### src/rtl/quad_step_decoder_pkg.sv
// Shared types and constants for the quadrature step decoder and its counter.
// Pure declarations: no logic, no latency, no flow control.
package quad_step_decoder_pkg;

  typedef enum logic {
    ST_INIT  = 1'b0,
    ST_TRACK = 1'b1
  } dec_state_t;

  // Quadrature states named {A,B}; forward order is Q00 -> Q10 -> Q11 -> Q01 -> Q00.
  localparam logic [1:0] Q00 = 2'b00;
  localparam logic [1:0] Q10 = 2'b10;
  localparam logic [1:0] Q11 = 2'b11;
  localparam logic [1:0] Q01 = 2'b01;

  localparam int RES_EDGE  = 4;
  localparam int RES_CYCLE = 1;

  localparam int DEFAULT_M = 4;

  function automatic logic [1:0] q_fwd(input logic [1:0] q);
    case (q)
      Q00:     return Q10;
      Q10:     return Q11;
      Q11:     return Q01;
      default: return Q00;
    endcase
  endfunction

endpackage

### src/rtl/qdec_sync_filter.sv
// One-bit synchroniser plus run-length glitch filter for an asynchronous encoder pin.
// Latency SYNC_STAGES+FILT_LEN cycles from pin edge to filtered edge; no backpressure.
module qdec_sync_filter #(
  parameter int SYNC_STAGES = 2,
  parameter int FILT_LEN    = 4
) (
  input  logic clk,
  input  logic clr_n,
  input  logic din,
  output logic dout
);

  localparam int CW = $clog2(FILT_LEN + 1);

  logic [SYNC_STAGES-1:0] sync_q;
  logic [CW-1:0]          run_q;
  logic                   synced;

  assign synced = sync_q[SYNC_STAGES-1];

  always_ff @(posedge clk or negedge clr_n) begin
    if (!clr_n) begin
      sync_q <= '0;
      run_q  <= '0;
      dout   <= 1'b0;
    end else begin
      sync_q <= {sync_q[SYNC_STAGES-2:0], din};
      // The FILT_LEN-th consecutive differing cycle flips the output.
      if (synced == dout) begin
        run_q <= '0;
      end else if (run_q == CW'(FILT_LEN - 1)) begin
        run_q <= '0;
        dout  <= ~dout;
      end else begin
        run_q <= run_q + CW'(1);
      end
    end
  end

endmodule

### src/rtl/quad_step_decoder.sv
// Quadrature a/b/idx to up/down counter controls (ce/up/L/di) with sticky sequence-error flag.
// Latency SYNC_STAGES+FILT_LEN+1 cycles pin to ce/L; all outputs registered, no backpressure.
module quad_step_decoder
  import quad_step_decoder_pkg::*;
#(
  parameter int M           = DEFAULT_M,
  parameter int SYNC_STAGES = 2,
  parameter int FILT_LEN    = 4,
  parameter int RES         = RES_EDGE,
  parameter int LOAD_VAL    = 0,
  parameter int IDX_EN      = 1
) (
  input  logic         clk,
  input  logic         clr_n,
  input  logic         a,
  input  logic         b,
  input  logic         idx,
  input  logic         err_clr,
  output logic         ce,
  output logic         up,
  output logic         L,
  output logic [M-1:0] di,
  output logic         err
);

  localparam int INIT_N = SYNC_STAGES + FILT_LEN;
  localparam int ICW    = $clog2(INIT_N + 1);

  logic             af, bf, idxf;
  logic [1:0]       cur;
  dec_state_t       state_q, state_d;
  logic [ICW-1:0]   init_q, init_d;
  logic [1:0]       prev_q, prev_d;
  logic             idx_q;
  logic             ce_d, up_d, l_d, err_d;
  logic             fwd, rev, bad;

  qdec_sync_filter #(.SYNC_STAGES(SYNC_STAGES), .FILT_LEN(FILT_LEN)) u_filt_a (
    .clk(clk), .clr_n(clr_n), .din(a), .dout(af)
  );
  qdec_sync_filter #(.SYNC_STAGES(SYNC_STAGES), .FILT_LEN(FILT_LEN)) u_filt_b (
    .clk(clk), .clr_n(clr_n), .din(b), .dout(bf)
  );
  qdec_sync_filter #(.SYNC_STAGES(SYNC_STAGES), .FILT_LEN(FILT_LEN)) u_filt_idx (
    .clk(clk), .clr_n(clr_n), .din(idx), .dout(idxf)
  );

  assign cur = {af, bf};
  assign di  = M'(LOAD_VAL);

  always_comb begin
    state_d = state_q;
    init_d  = init_q;
    prev_d  = prev_q;
    ce_d    = 1'b0;
    up_d    = up;
    l_d     = 1'b0;
    err_d   = err;
    fwd     = 1'b0;
    rev     = 1'b0;
    bad     = 1'b0;
    case (state_q)
      ST_INIT: begin
        // One cycle beyond the pipeline depth so prev sees the settled filter outputs.
        if (init_q == ICW'(INIT_N)) begin
          state_d = ST_TRACK;
          prev_d  = cur;
        end else begin
          init_d = init_q + ICW'(1);
        end
      end
      ST_TRACK: begin
        prev_d = cur;
        fwd    = (cur == q_fwd(prev_q));
        rev    = (prev_q == q_fwd(cur));
        bad    = (cur != prev_q) && !fwd && !rev;
        if (RES == RES_EDGE) ce_d = fwd || rev;
        else                 ce_d = (fwd && cur == Q00) || (rev && prev_q == Q00);
        if (ce_d) up_d = fwd;
        l_d = (IDX_EN != 0) && idxf && !idx_q;
      end
      default: state_d = ST_INIT;
    endcase
    if (err_clr) err_d = 1'b0;
    if (bad)     err_d = 1'b1;
  end

  always_ff @(posedge clk or negedge clr_n) begin
    if (!clr_n) begin
      state_q <= ST_INIT;
      init_q  <= '0;
      prev_q  <= Q00;
      idx_q   <= 1'b0;
      ce      <= 1'b0;
      up      <= 1'b1;
      L       <= 1'b0;
      err     <= 1'b0;
    end else begin
      state_q <= state_d;
      init_q  <= init_d;
      prev_q  <= prev_d;
      idx_q   <= idxf;
      ce      <= ce_d;
      up      <= up_d;
      L       <= l_d;
      err     <= err_d;
    end
  end

endmodule

### config.mk
export PLATFORM = sky130hd
export DESIGN_NAME = quad_step_decoder
export DESIGN_NICKNAME = d
export VERILOG_FILES = /design/src/rtl/quad_step_decoder_pkg.sv /design/src/rtl/qdec_sync_filter.sv /design/src/rtl/quad_step_decoder.sv
export SDC_FILE = /design/constraint.sdc
export NUM_CORES = 1
export LEC_CHECK = 0
export CORE_MARGIN = 2
export CORE_UTILIZATION = 40
export CTS_CLUSTER_SIZE = 14
export DETAILED_ROUTE_END_ITERATION = 8
export GPL_TIMING_DRIVEN = 0
export PLACE_DENSITY = 0.73
export SYNTH_ARGS = -nofsm -noshare
export SYNTH_HDL_FRONTEND = slang
export SYNTH_SLANG_ARGS = --single-unit
### constraint.sdc
create_clock -name clk -period 3.15 [get_ports clk]
set_input_delay 0.315 -clock clk [delete_from_list [all_inputs] [get_ports clk]]
set_output_delay 0.315 -clock clk [all_outputs]
set_load 0.01 [all_outputs]
Word level (Yosys, flattened, before mapping)
Cells that the tools add are included.
{ "totals": {"out_inout_bits": 8, "reg_bits": 29, "input_bits": 6, "word_cells": 79} }
{ "classes": {"n_reduce_logical": 15, "bitwise": 8, "muxes": 20, "n_addsub": 4, "eq_ne": 15} }
{ "op_table": {"columns": ["operator", "n"], "rows": [
  ["3-bit 2-to-1 mux", 6],
  ["3-bit by 1-bit adder with 3-bit output (second input constant)", 4],
  ["2-bit one-hot mux with 3 select lines", 2],
  ["2-bit AND reduction", 5],
  ["3-bit by 2-bit equality test with 1-bit output (second input constant)", 3],
  ["2-bit equality test (second input constant)", 4],
  ["1-bit 2-to-1 mux", 8],
  ["1-bit inverter", 8],
  ["2-bit 2-to-1 mux", 3],
  ["2-bit equality test", 2],
  ["2-bit zero test", 2],
  ["2-bit one-hot mux with 2 select lines", 1],
  ["1-bit equality test", 3],
  ["3-bit equality test (second input constant)", 1],
  ["1-bit logical AND", 3],
  ["1-bit zero test", 3],
  ["2-bit inequality test", 1],
  ["2-bit inequality test (second input constant)", 1],
  ["2-bit nonzero test", 1],
  ["1-bit logical OR", 1]
]} }

Depth between registers and ports, before layout
{ "logic_depth": {"ltp_word": 9, "ltp_mapped": 6, "depth_no_buf": 6} }

Hierarchy
Synthesis repeated with hierarchy kept, for this count alone.
{ "unflattened": {"hier_cells": 84, "hier_area_um2": 1159.9} }
{ "modules_own_cells": {"columns": ["mod", "n_inst", "cells_per_inst", "seq_area_each_um2", "area_per_inst_um2"], "rows": [
  ["quad_step_decoder", 1, 45, 276.5, 498.0],
  ["qdec_sync_filter at u_filt_b ...", 2, 13, 150.1, 216.5],
  ["qdec_sync_filter at u_filt_a", 1, 13, 150.1, 229.0]
]} }

Worst setup path after synthesis
OpenSTA, ideal clock, no wires.
{ "synth_timing": {"kind": "register to register", "startpoint": "register init_q[0]", "endpoint": "register init_q[1]", "synth_period_minus_slack_ps": 1259, "arrival_ps": 1133, "setup_time_ps": 126, "slack_ps": 1891, "t_required_ps": 3024, "stages_incl_launch_ff": 7, "path_buffers": 0, "cell_sequence": "dfrtp_1 inv_1 ha_1 a21oi_1 inv_1 nand2_1 o21ai_0"} }
{ "synth_between": {"elab_chain_len": 3, "elab_cells_between_ends": 4, "cone_classes": "1 x add/sub; 1 x eq/ne; 1 x bitwise; 1 x reduce/logical"} }
{ "synth_lines": {"columns": ["element", "line", "text"], "rows": [
  ["start, declared", "quad_step_decoder.sv:32", "logic [ICW-1:0] init_q, init_d;"],
  ["start signal, assigned", "quad_step_decoder.sv:100", "init_q <= init_d;"],
  ["branches (longest 3 deep; another with 3-bit by 1-bit adder with 3-bit output)", null, null]
]} }
Several ways; the timed one is not identified.
A chain may end at the register's enable or synchronous reset.

Worst setup path in the final report
{ "layout_timing": {"startpoint": "register up", "endpoint": "output port up"} }
{ "layout_lines": {"columns": ["element", "line", "text"], "rows": [
  ["start, declared", "quad_step_decoder.sv:20", "output logic up,"],
  ["start signal, assigned", "quad_step_decoder.sv:104", "up <= up_d;"]
]} }
No word-level cell between the ends.

==> results by group <==
Final layout
  • Final net count: roughly 120
  • Non-filler cells in the finished layout: between 100 and 150
  • Layout cell share with drive strength beyond 1: between 10% and 20%
  • Area Overhead vs Synth: 17.3%
  • Number of fill cells: between 200 and 300
  • N_diodes: 0
  • Post-route cell area: ~0.0013 mm^2

Yosys
  • Syn Area/Cell: 13.2 um^2
  • Area fraction of the dominant cell type after synthesis: between 60% and 70%
  • Count of cell types in the netlist: 20
  • Cell accounting for the most synthesized area: dfrtp_1
  • Synth warn: 0
  • Synth area leaders: dfrtp_1, xnor2_1, ha_1
  • Post-synthesis sequential area ratio: 64.7%
  • Post-Syn Area: between 0.001 and 0.0015 mm^2
  • Synth Register Bits: 29
  • Gate Count Post-Synth: 85

Setup path
  • CP peak stage delay: roughly 0.55 ns
  • Crit path capture type: primary output
  • Critical Path Fanout Max: 3
  • Critical Setup Path Class: reg -> out
  • Crit path DAT: approximately 1.4 ns
  • Critical path cell sequence: clkdlybuf4s50_1
  • Delay-heaviest family, CP: flip-flops
  • Crit path required time: 2.83 ns
  • Crit start category: flop
  • CP bufs+invs: 1
  • Critical path's slowest cell: dfstp_2

Clock tree
  • Clock Path Buffers: 2
  • Total CTS buffers: 5
  • Postcts setup bufs: 0
  • H-tree Lvls: 2
  • CTS tree: built
  • Root buf cell: clkbuf_4
  • Post-cts sizing count: 0
  • Hold_buf cts: 0
  • Clock Latency Late Sink: ~0.31 ns
  • CTS Sinks: 29
  • Clock-pin slew on the worst setup and hold paths: ~0.090 ns

Pwr
  • Peak VDD IR: between 0.4 and 0.5 mV
  • Gate power share: 28.6%
  • Sw power: 0.322 mW
  • PwrDens: approximately 830 mW/mm^2
  • Flop pwr share: approximately half
  • Sw frac: between 20% and 30%
  • Leakage power: 0.613 nW
  • Power share of the clock group: between 20% and 30%
  • Pint: ~0.77 mW

Outcome
  • Failing checks: hold timing
  • Outcome: finished, violations left

Timing
  • Fin. max-slew vios: 0
  • RSZ-0062 raised after global routing: false
  • Total negative setup slack: 0 ns
  • Final Skew: 0.00660 ns
  • Slew @ Worst Pin: between 0.6 and 0.7 ns
  • Fin. Hold Viols: 3
  • Worst hold slack: -0.00258 ns
  • Final critical-path share of the clock period: between 50% and 60%
  • Fmax: 0.588 GHz
  • Tmin final: 1.70 ns
  • Worst rel slew slack: 59.8%
  • Setup violators final: 0

Placed design
  • PortBufs: 9
  • Placed inst area: 0.00126 mm^2
  • Cell count after placement: about 130
  • Placer's final routability congestion estimate: ~0.63
  • DP HPWL: ~1000 um

Global route
  • Initial antenna violation count: 0
  • Largest net degree at the start of global routing: 30
  • First-pass GRT wire length: between 2000 and 3000 um
  • Number of global-route vias before repair: 647
  • GRT Total Usage: a little over a tenth
  • Global route overflow: 0

Routing
  • 1st-pass router iterations: 4
  • Via count: approximately 630
  • DR DRC count: 0
  • Detailed Route WL: approximately 1400 um
  • Routed vias/inst: 4.60
  • WL/cell: 10.2 um
  • DR iter-0 viols: 10
  • Antenna-violating nets left: 0

Floorplanning
  • Starting density of the core: about two fifths
  • Die area: about 0.0032 mm^2
  • Rows: 19
  • Io pins: 14
  • Die Y: approximately 57 um
  • Core Region: ~0.0027 mm^2
  • Die width: 57 um

Worst hold path
  • HP Class: in -> async

Flow run
  • Maxcap violations: 0
## state kept, by name, summed over array words and instances (netlist names)
name and cells:
init_q 3, u_filt_a.run_q 3, u_filt_b.run_q 3, u_filt_idx.run_q 3, prev_q 2, u_filt_a.sync_q 2, u_filt_b.sync_q 2, u_filt_idx.sync_q 2
L 1, ce 1, err 1, idx_q 1, state_q 1, u_filt_a.dout 1, u_filt_b.dout 1, u_filt_idx.dout 1
up 1
## through the flow
step | hold WS, ns | worst slack [ns] | total power [mW] | util [%]
after floorplan | 0.0194 | 1.89 | 0.780 | -
after global placement | 0.333 | 1.38 | 0.867 | 46.6
after detailed placement | 0.337 | 1.31 | 0.887 | 46.6
after CTS | 0.356 | 1.43 | 1.12 | 48.8
after global routing | 0.0341 | 1.40 | 1.17 | 48.6
final | -0.00258 | 1.45 | 1.09 | 48.6
## layer usage
layer  wire, um  global-route usage [%]  vias to the layer above
li1           -                       -                      305
met1        581                    11.2                      304
met2        698                    17.9                       14
met3         83                    4.99                        2
met4         17                    6.98                        0
met5          0                       0                        -
## synth_stat cells (all sizes together)
library cell / instances
dfrtp: 28
xnor2: 8
conb: 1
inv: 4
buf: 4
xor2: 2
nor2: 2
o32ai: 1
nor2b: 3
nand2b: 1
nor3b: 5
dfstp: 1
a21oi: 3
nor3: 2
nand2: 9
o21ai: 2
mux2: 3
ha: 5
and3b: 1
## layout make-up
class / count / area, um^2 / area share [%]
plain buffers: 4 / 30.0 / 2.28
multi-input cells: 51 / 363 / 27.5
flip-flops and latches: 29 / 727 / 55.2
repair buffers: 9 / 85.1 / 6.46
inverters: 4 / 15.0 / 1.14
well taps: 31 / 38.8 / 2.94
clock buffers: 8 / 58.8 / 4.46
## cell families (layout without fill, tap and decap cells)
logic type | after synthesis | count (layout) | synth area share, %
flops | 29 | 29 | 64.7
compound gates | 6 | 6 | 3.01
other cells | 1 | 4 | 0.334
xor+xnor | 10 | 10 | 8.46
simple gates | 23 | 23 | 10.9
fa+ha+maj | 5 | 5 | 5.57
buf+inv | 8 | 25 | 4.01
mux | 3 | 3 | 3.01
## power by group through the flow
stage          registers [mW]  logic (mW)  clock network, mW
3_5_place_dp            0.565       0.322                  0
5_1_grt                 0.571       0.347              0.257
6_report                0.555       0.313              0.227
3_3_place_gp            0.558       0.309                  0
2_1_floorplan           0.563       0.217                  0
4_1_cts                 0.557       0.322              0.238
## cell usage in the layout, fill, tap and decap left out
cell type,Yosys,routed
ha_1,5,5
clkbuf_8,0,1
nor2b_1,3,3
clkbuf_1,0,2
inv_1,4,4
conb_1,1,4
xor2_2,1,1
dfrtp_1,28,28
nor3b_1,5,5
a21oi_1,3,3
clkbuf_4,0,5
dfstp_2,1,1
o21ai_0,2,2
nand2_1,9,9
o32ai_1,1,1
xnor2_1,8,8
nor2_1,2,2
nor3_1,2,2
buf_2,0,1
mux2_2,3,3
xor2_1,1,1
nand2b_1,1,1
clkdlybuf4s50_1,0,8
and3b_1,1,1
buf_4,4,4
## worst paths after layout
kind,slack (ns),startpoint,to,depth (start not counted)
setup / recovery,1.45,up,up,1
hold / removal,-0.003,clr_n,init_q[1],1
setup reg to reg,1.70,init_q[0],init_q[1],6
hold reg to reg,0.35,u_filt_b.sync_q[0],u_filt_b.sync_q[1],0
max in group asynchronous,2.75,clr_n,idx_q,1
min in group clk,0.35,u_filt_b.sync_q[0],u_filt_b.sync_q[1],0
Power figures use the tool's default switching activity.
